$ cat config.mk
export PLATFORM = sky130hd
export DESIGN_NAME = mmu_cp0_regs
export DESIGN_NICKNAME = d
export VERILOG_FILES = /design/src/rtl/mmu_cp0_regs_pkg.sv /design/src/rtl/mmu_cp0_regs_random_ctr.sv /design/src/rtl/mmu_cp0_regs.sv
export SDC_FILE = /design/constraint.sdc
export NUM_CORES = 1
export LEC_CHECK = 0
export ABC_AREA = 0
export CELL_PAD_IN_SITES_DETAIL_PLACEMENT = 1
export CELL_PAD_IN_SITES_GLOBAL_PLACEMENT = 1
export CORE_ASPECT_RATIO = 1.1
export CORE_MARGIN = 10
export CORE_UTILIZATION = 32
export CTS_BUF_LIST = sky130_fd_sc_hd__clkbuf_8 sky130_fd_sc_hd__clkbuf_16
export DETAILED_ROUTE_END_ITERATION = 8
export PLACE_DENSITY_LB_ADDON = 0.1
export SLEW_MARGIN = 20
export SYNTH_ARGS = -nofsm -noshare
export SYNTH_HDL_FRONTEND = slang
export SYNTH_SLANG_ARGS = --single-unit
$ cat constraint.sdc
create_clock -name clk -period 2.1 [get_ports clk]
set_clock_uncertainty 0.2 [all_clocks]
set_input_delay 0.42 -clock clk [delete_from_list [all_inputs] [get_ports clk]]
set_output_delay 0.42 -clock clk [all_outputs]
set_load 0.02 [all_outputs]
$ cat src/rtl/mmu_cp0_regs_pkg.sv
// Shared definitions for the MMU-side CP0 register block: register select
// codes, per-register write masks and a masked-merge helper.
package mmu_cp0_regs_pkg;

  typedef enum logic [3:0] {
    MMU_REG_NONE     = 4'd0,
    MMU_REG_INDEX    = 4'd1,
    MMU_REG_RANDOM   = 4'd2,
    MMU_REG_ENTRYLO0 = 4'd3,
    MMU_REG_ENTRYLO1 = 4'd4,
    MMU_REG_CTX      = 4'd5,
    MMU_REG_PAGEMASK = 4'd6,
    MMU_REG_WIRED    = 4'd7,
    MMU_REG_ENTRYHI  = 4'd8
  } mmu_reg_e;

  // Software-writable bits; everything outside a mask is held at 0 or is hardware-only.
  localparam logic [31:0] ENTRYLO_WMASK   = 32'h3FFF_FFFF;
  localparam logic [31:0] CTX_WMASK       = 32'hFF80_0000;
  localparam logic [31:0] CTX_BADVPN2_MSK = 32'h007F_FFF0;
  localparam logic [31:0] PAGEMASK_WMASK  = 32'h1FFF_E000;
  localparam logic [31:0] ENTRYHI_WMASK   = 32'hFFFF_E0FF;
  localparam logic [31:0] ENTRYHI_VPN2    = 32'hFFFF_E000;

  // Replace the bits of old_v selected by mask with the same bits of new_v.
  function automatic logic [31:0] merge(input logic [31:0] old_v,
                                        input logic [31:0] new_v,
                                        input logic [31:0] mask);
    return (old_v & ~mask) | (new_v & mask);
  endfunction

endpackage

$ cat src/rtl/mmu_cp0_regs_random_ctr.sv
// Random replacement counter: counts down from TLB_ENTRIES-1 towards Wired
// on each retired instruction, wrapping back to the top. Wired writes reload it.
module mmu_cp0_regs_random_ctr #(
  parameter int TLB_ENTRIES = 16,
  parameter int IDX_W       = 4
) (
  input  logic             clk,
  input  logic             rst_n,
  input  logic             step,
  input  logic             wired_wr,
  input  logic [IDX_W-1:0] wired,
  output logic [IDX_W-1:0] random_o
);

  localparam logic [IDX_W-1:0] TOP = IDX_W'(TLB_ENTRIES - 1);

  logic [IDX_W-1:0] random_d, random_q;

  // Next Random: Wired write reload wins over step; step wraps at/below Wired.
  always_comb begin
    random_d = random_q;
    if (wired_wr) begin
      random_d = TOP;
    end else if (step) begin
      if (random_q <= wired) random_d = TOP;
      else                   random_d = random_q - 1'b1;
    end
  end

  // Counter state.
  always_ff @(posedge clk or negedge rst_n) begin
    if (!rst_n) random_q <= TOP;
    else        random_q <= random_d;
  end

  assign random_o = random_q;

endmodule

$ cat src/rtl/mmu_cp0_regs.sv
// MMU-side CP0 register responder: holds Index, Random, EntryLo0/1, Context,
// PageMask, Wired and EntryHi; serves software reads/writes and applies
// TLBP/TLBR/exception updates, which override software writes per field.
module mmu_cp0_regs
  import mmu_cp0_regs_pkg::*;
#(
  parameter int TLB_ENTRIES = 16,
  parameter int IDX_W       = 4
) (
  input  logic             clk,
  input  logic             rst_n,
  input  logic [3:0]       mmu_reg,
  input  logic             readMMUReg,
  input  logic             writeMMUReg,
  input  logic [31:0]      mmu_dataIn,
  output logic [31:0]      mmu_dataOut,
  input  logic             step,
  input  logic             tlbp_done,
  input  logic             tlbp_hit,
  input  logic [IDX_W-1:0] tlbp_idx,
  input  logic             tlbr_valid,
  input  logic [31:0]      tlbr_hi,
  input  logic [31:0]      tlbr_lo0,
  input  logic [31:0]      tlbr_lo1,
  input  logic [31:0]      tlbr_mask,
  input  logic             exc_tlb,
  input  logic [31:0]      exc_vaddr,
  output logic [IDX_W-1:0] index_o,
  output logic [IDX_W-1:0] random_o,
  output logic [31:0]      entryhi_o,
  output logic [31:0]      entrylo0_o,
  output logic [31:0]      entrylo1_o,
  output logic [31:0]      pagemask_o
);

  localparam logic [31:0] IDX_WMASK = {{(32-IDX_W){1'b0}}, {IDX_W{1'b1}}};

  logic [31:0] index_d, index_q;
  logic [31:0] lo0_d, lo0_q;
  logic [31:0] lo1_d, lo1_q;
  logic [31:0] ctx_d, ctx_q;
  logic [31:0] pmask_d, pmask_q;
  logic [31:0] wired_d, wired_q;
  logic [31:0] ehi_d, ehi_q;
  logic [31:0] dout_d, dout_q;
  logic [31:0] rd_val;
  logic [31:0] badvpn2;
  logic [IDX_W-1:0] random_q;
  logic wr_index, wr_lo0, wr_lo1, wr_ctx, wr_pmask, wr_wired, wr_ehi;

  assign wr_index = writeMMUReg && (mmu_reg == MMU_REG_INDEX);
  assign wr_lo0   = writeMMUReg && (mmu_reg == MMU_REG_ENTRYLO0);
  assign wr_lo1   = writeMMUReg && (mmu_reg == MMU_REG_ENTRYLO1);
  assign wr_ctx   = writeMMUReg && (mmu_reg == MMU_REG_CTX);
  assign wr_pmask = writeMMUReg && (mmu_reg == MMU_REG_PAGEMASK);
  assign wr_wired = writeMMUReg && (mmu_reg == MMU_REG_WIRED);
  assign wr_ehi   = writeMMUReg && (mmu_reg == MMU_REG_ENTRYHI);

  // BadVPN2 lands in Context[22:4].
  assign badvpn2 = {9'b0, exc_vaddr[31:13], 4'b0};

  mmu_cp0_regs_random_ctr #(
    .TLB_ENTRIES(TLB_ENTRIES),
    .IDX_W      (IDX_W)
  ) u_random_ctr (
    .clk     (clk),
    .rst_n   (rst_n),
    .step    (step),
    .wired_wr(wr_wired),
    .wired   (wired_q[IDX_W-1:0]),
    .random_o(random_q)
  );

  // Next register values: software write first, then hardware layered on top
  // (tlbp < tlbr < exception) so only the fields hardware touches are overridden.
  always_comb begin
    index_d = index_q;
    lo0_d   = lo0_q;
    lo1_d   = lo1_q;
    ctx_d   = ctx_q;
    pmask_d = pmask_q;
    wired_d = wired_q;
    ehi_d   = ehi_q;

    if (wr_index) index_d = merge(index_q, mmu_dataIn, IDX_WMASK);
    if (wr_lo0)   lo0_d   = merge(lo0_q, mmu_dataIn, ENTRYLO_WMASK);
    if (wr_lo1)   lo1_d   = merge(lo1_q, mmu_dataIn, ENTRYLO_WMASK);
    if (wr_ctx)   ctx_d   = merge(ctx_q, mmu_dataIn, CTX_WMASK);
    if (wr_pmask) pmask_d = merge(pmask_q, mmu_dataIn, PAGEMASK_WMASK);
    if (wr_wired) wired_d = merge(wired_q, mmu_dataIn, IDX_WMASK);
    if (wr_ehi)   ehi_d   = merge(ehi_q, mmu_dataIn, ENTRYHI_WMASK);

    if (tlbp_done) begin
      index_d[31] = ~tlbp_hit;
      if (tlbp_hit) index_d[IDX_W-1:0] = tlbp_idx;
    end

    if (tlbr_valid) begin
      ehi_d   = tlbr_hi   & ENTRYHI_WMASK;
      lo0_d   = tlbr_lo0  & ENTRYLO_WMASK;
      lo1_d   = tlbr_lo1  & ENTRYLO_WMASK;
      pmask_d = tlbr_mask & PAGEMASK_WMASK;
    end

    if (exc_tlb) begin
      ehi_d = merge(ehi_d, exc_vaddr, ENTRYHI_VPN2);
      ctx_d = merge(ctx_d, badvpn2, CTX_BADVPN2_MSK);
    end
  end

  // Read mux over pre-edge register contents; unused codes read 0.
  always_comb begin
    rd_val = 32'h0;
    case (mmu_reg)
      MMU_REG_INDEX:    rd_val = index_q;
      MMU_REG_RANDOM:   rd_val = {{(32-IDX_W){1'b0}}, random_q};
      MMU_REG_ENTRYLO0: rd_val = lo0_q;
      MMU_REG_ENTRYLO1: rd_val = lo1_q;
      MMU_REG_CTX:      rd_val = ctx_q;
      MMU_REG_PAGEMASK: rd_val = pmask_q;
      MMU_REG_WIRED:    rd_val = wired_q;
      MMU_REG_ENTRYHI:  rd_val = ehi_q;
      default:          rd_val = 32'h0;
    endcase
  end

  // Read data capture; a simultaneous write suppresses the read result.
  always_comb begin
    dout_d = dout_q;
    if (readMMUReg && !writeMMUReg) dout_d = rd_val;
  end

  // Architectural register state and registered read data.
  always_ff @(posedge clk or negedge rst_n) begin
    if (!rst_n) begin
      index_q <= 32'h0;
      lo0_q   <= 32'h0;
      lo1_q   <= 32'h0;
      ctx_q   <= 32'h0;
      pmask_q <= 32'h0;
      wired_q <= 32'h0;
      ehi_q   <= 32'h0;
      dout_q  <= 32'h0;
    end else begin
      index_q <= index_d;
      lo0_q   <= lo0_d;
      lo1_q   <= lo1_d;
      ctx_q   <= ctx_d;
      pmask_q <= pmask_d;
      wired_q <= wired_d;
      ehi_q   <= ehi_d;
      dout_q  <= dout_d;
    end
  end

  assign mmu_dataOut = dout_q;
  assign index_o     = index_q[IDX_W-1:0];
  assign random_o    = random_q;
  assign entryhi_o   = ehi_q;
  assign entrylo0_o  = lo0_q;
  assign entrylo1_o  = lo1_q;
  assign pagemask_o  = pmask_q;

endmodule

==> impl_metrics.tcl <==
set metrics [dict create \
    synth_top_cell_by_area "dfrtp_1" \
    path_class "in -> reg" \
    io_pins 377 \
    netlist_instances 910 \
    peakVddDrop_mv 0.3835 \
    syn_area_um2 8904 \
    vias_per_cell 5.221 \
    dp.cells 1591 \
    final-setup-viol-count 1 \
    drc 0 \
    register_area_um2 4409 \
    gp_congestion 0.9392 \
    syn_avg_cell_area_um2 9.784 \
    startpoint_type "input pin" \
    post-place-ws_ns -0.5613 \
    setup_slack_ns -0.03537 \
    startpoint "mmu_reg[3]" \
    rsz0062_at_grt "true" \
    cts.reportedPaths.clkPinSlew_ns 0.07 \
    insertion_delay_ns 0.43 \
    p_leak_nw 7.035 \
    ys.flop_type "dfrtp_1" \
    grt_overflow 0 \
    drt_iter0_drc 540 \
    fmax_mhz 468.3 \
    routed_wl_um 41700 \
    area_delta_synth_final_pct 55.35 \
    final_antenna_net_count 0 \
    synth_edf_count 0 \
    hp-class "in -> reg" \
    cts_sinks 176 \
    grt_pass1_vias 9293 \
    async_flop_share_pct 100.0 \
    maxCapViolations 0 \
    synth.most_common_cell "dfrtp_1" \
    wl_per_cell_um 25.36 \
    fin_crit_ns 2.135 \
    cp-endpoint "mmu_dataOut[1]$_DFFE_PN0P_" \
    die_area_um2 34900 \
    violations "negative setup slack" \
    whs_ns 0.1408 \
    core-area_um2 27190 \
    multiInputGateArea_um2 4001 \
    die_y_um 194.9 \
    cts_buffers 17 \
    finalMaxSlewViolations 0 \
    hpwl_um 32310 \
    finalNonFillerCells 1644 \
    end_kind "flip-flop" \
    r2r_cells 6 \
    reg2reg_slack_ns 0.12 \
    synth_seq_area_share_pct 49.52 \
    yosys.area.top_type_share_pct 48.34 \
    cts_root_buf "clkbuf_16" \
    portBuffers 313 \
    outcome "complete, but fails checks" \
    track_usage_pct 23.20 \
    r2r-end "u_random_ctr.random_o[2]$_DFFE_PN1P_" \
    clk_path_buf_depth 2 \
    rr_startpoint "u_random_ctr.random_o[1]$_DFFE_PN1P_" \
    ys_warn_count 0 \
    initial_core_util_pct 32.74 \
    ys_ff_latch 176 \
    drive_gt1_share_pct 13.87 \
    cts_tree "built" \
    dr.pass1.iters 5 \
    grt_pass1_wl_um 61020 \
    worstPathArrival_ns 2.25 \
    n_fill_cell 3079 \
    grt_max_degree 72 \
    antenna_found_initial 5 \
    crit_fanout 9 \
    vias 8584 \
    synthTopCellsByArea "dfrtp_1 (48%), mux2i_1 (11%), o21ai_0 (7.2%)" \
    period_share_pct 101.7 \
    worstPathRequired_ns 2.22 \
    synthTopCellsByCount "dfrtp_1 (172), nand2_1 (130), o21ai_0 (128)" \
    ys_types 48 \
    hold_viol_final 0 \
    powerDensity_nw_per_um2 717.1 \
    cts_max_level 4 \
    die_width_um 179.0 \
    nets 1484 \
    rows 63 \
]
layout by cell type (no fill, tap or decap), drive strengths merged, types with 3 or more instances in the layout:
| cell type | count |
|---|---|
| a211oi | 3 |
| a21o | 5 |
| a21oi | 45 |
| a221oi | 8 |
| a222oi | 17 |
| a22o | 16 |
| a2bb2oi | 17 |
| a31oi | 4 |
| buf | 104 |
| clkbuf | 19 |
| clkdlybuf4s50 | 188 |
| clkinv | 7 |
| conb | 25 |
| dfrtp | 172 |
| dfstp | 4 |
| diode | 4 |
| dlygate4sd2 | 77 |
| dlymetal6s2s | 44 |
| ha | 5 |
| inv | 49 |
| mux2 | 13 |
| mux2i | 101 |
| nand2 | 131 |
| nor2 | 26 |
| nor2b | 6 |
| nor3 | 7 |
| nor3b | 5 |
| nor4b | 3 |
| o21ai | 138 |
| o22ai | 16 |
metrics by stage:
step | power, mW | instance area, um^2 | setup TNS [ns] | util [%]
2_1_floorplan | 5.308 | 8994 | 0 | -
3_3_place_gp | 6.864 | 12990 | -41.56 | 47.78
3_5_place_dp | 6.916 | 12990 | -44.85 | 47.78
4_1_cts | 9.979 | 13570 | 0 | 49.90
5_1_grt | 10.41 | 13830 | -0.4469 | 50.85
6_report | 9.919 | 13830 | -0.03537 | 50.86
cell families after synthesis:
| family | after synthesis | share of synthesized area, % |
|---|---|---|
| flip-flops | 176 | 49.52 |
| XOR/XNOR | 1 | 0.09839 |
| multiplexers | 114 | 13.00 |
| adder cells (fa/ha/maj) | 5 | 0.7026 |
| other | 1 | 0.04212 |
| buffers and inverters | 142 | 7.701 |
| AO/OA/AOI/OAI | 276 | 18.99 |
| AND/OR/NAND/NOR | 195 | 9.950 |
how the worst min path moves through the flow:
stage                     startpoint                         end  cells past startpoint
after floorplan                rst_n       ctx_q[10]$_DFFE_PN0P_                      0
after global placement         rst_n   entrylo1_o[5]$_DFFE_PN0P_                      1
after detailed placement       rst_n   entrylo1_o[5]$_DFFE_PN0P_                      1
after CTS                 tlbr_valid  entrylo0_o[29]$_DFFE_PN0P_                      3
after global routing      tlbr_valid  entrylo0_o[29]$_DFFE_PN0P_                      3
final                     tlbr_valid  entrylo0_o[29]$_DFFE_PN0P_                      3
flip-flops by register name, indices dropped and copies added (netlist names):
signal / flops
ctx_q: 28
index_q: 5
u_random_ctr.random_o: 4
wired_q: 4
pagemask_o: 16
entrylo1_o: 30
entrylo0_o: 30
entryhi_o: 27
mmu_dataOut: 32
report_power, final:
group	leakage (nW)	switching, mW	internal [mW]
clock network	0.281	1.57	1.58
logic	4.60	1.39	1.23
registers	2.15	0.362	3.79
total	7.04	3.32	6.60
what timing repair did:
item	in CTS	in global routing
gates resized for setup	82	74
endpoints found under the setup margin	85	89
pin swaps	2	4
cloned	1	1
hold endpoints to repair	42	0
hold buffers	1	0
buffers inserted	7	7
worst max-delay path, stage by stage:
cell and delay, ns:
clkdlybuf4s50_1 0.48, buf_6 0.13, buf_4 0.13, nor4b_4 0.05, buf_4 0.13, buf_4 0.17
a222oi_1 0.33, nand3_1 0.17, a22o_1 0.23
cell type report:
class / instances / area share [%]
diodes: 4 / 0.07237
well taps: 357 / 3.229
repair buffers: 417 / 30.59
flip-flops and latches: 176 / 31.88
clock inverters: 15 / 1.085
inverters: 42 / 1.140
clock buffers: 17 / 3.076
multi-input cells: 616 / 28.93
metal layers:
layer  part of all wire (%)  track usage, %  vias up
li1                       -               -     3916
met1                     37           25.46     4338
met2                     54           42.58      298
met3                    7.2           6.340       32
met4                    1.8           5.800        0
met5                      0               0        -
(Power assumes the default switching activity.)
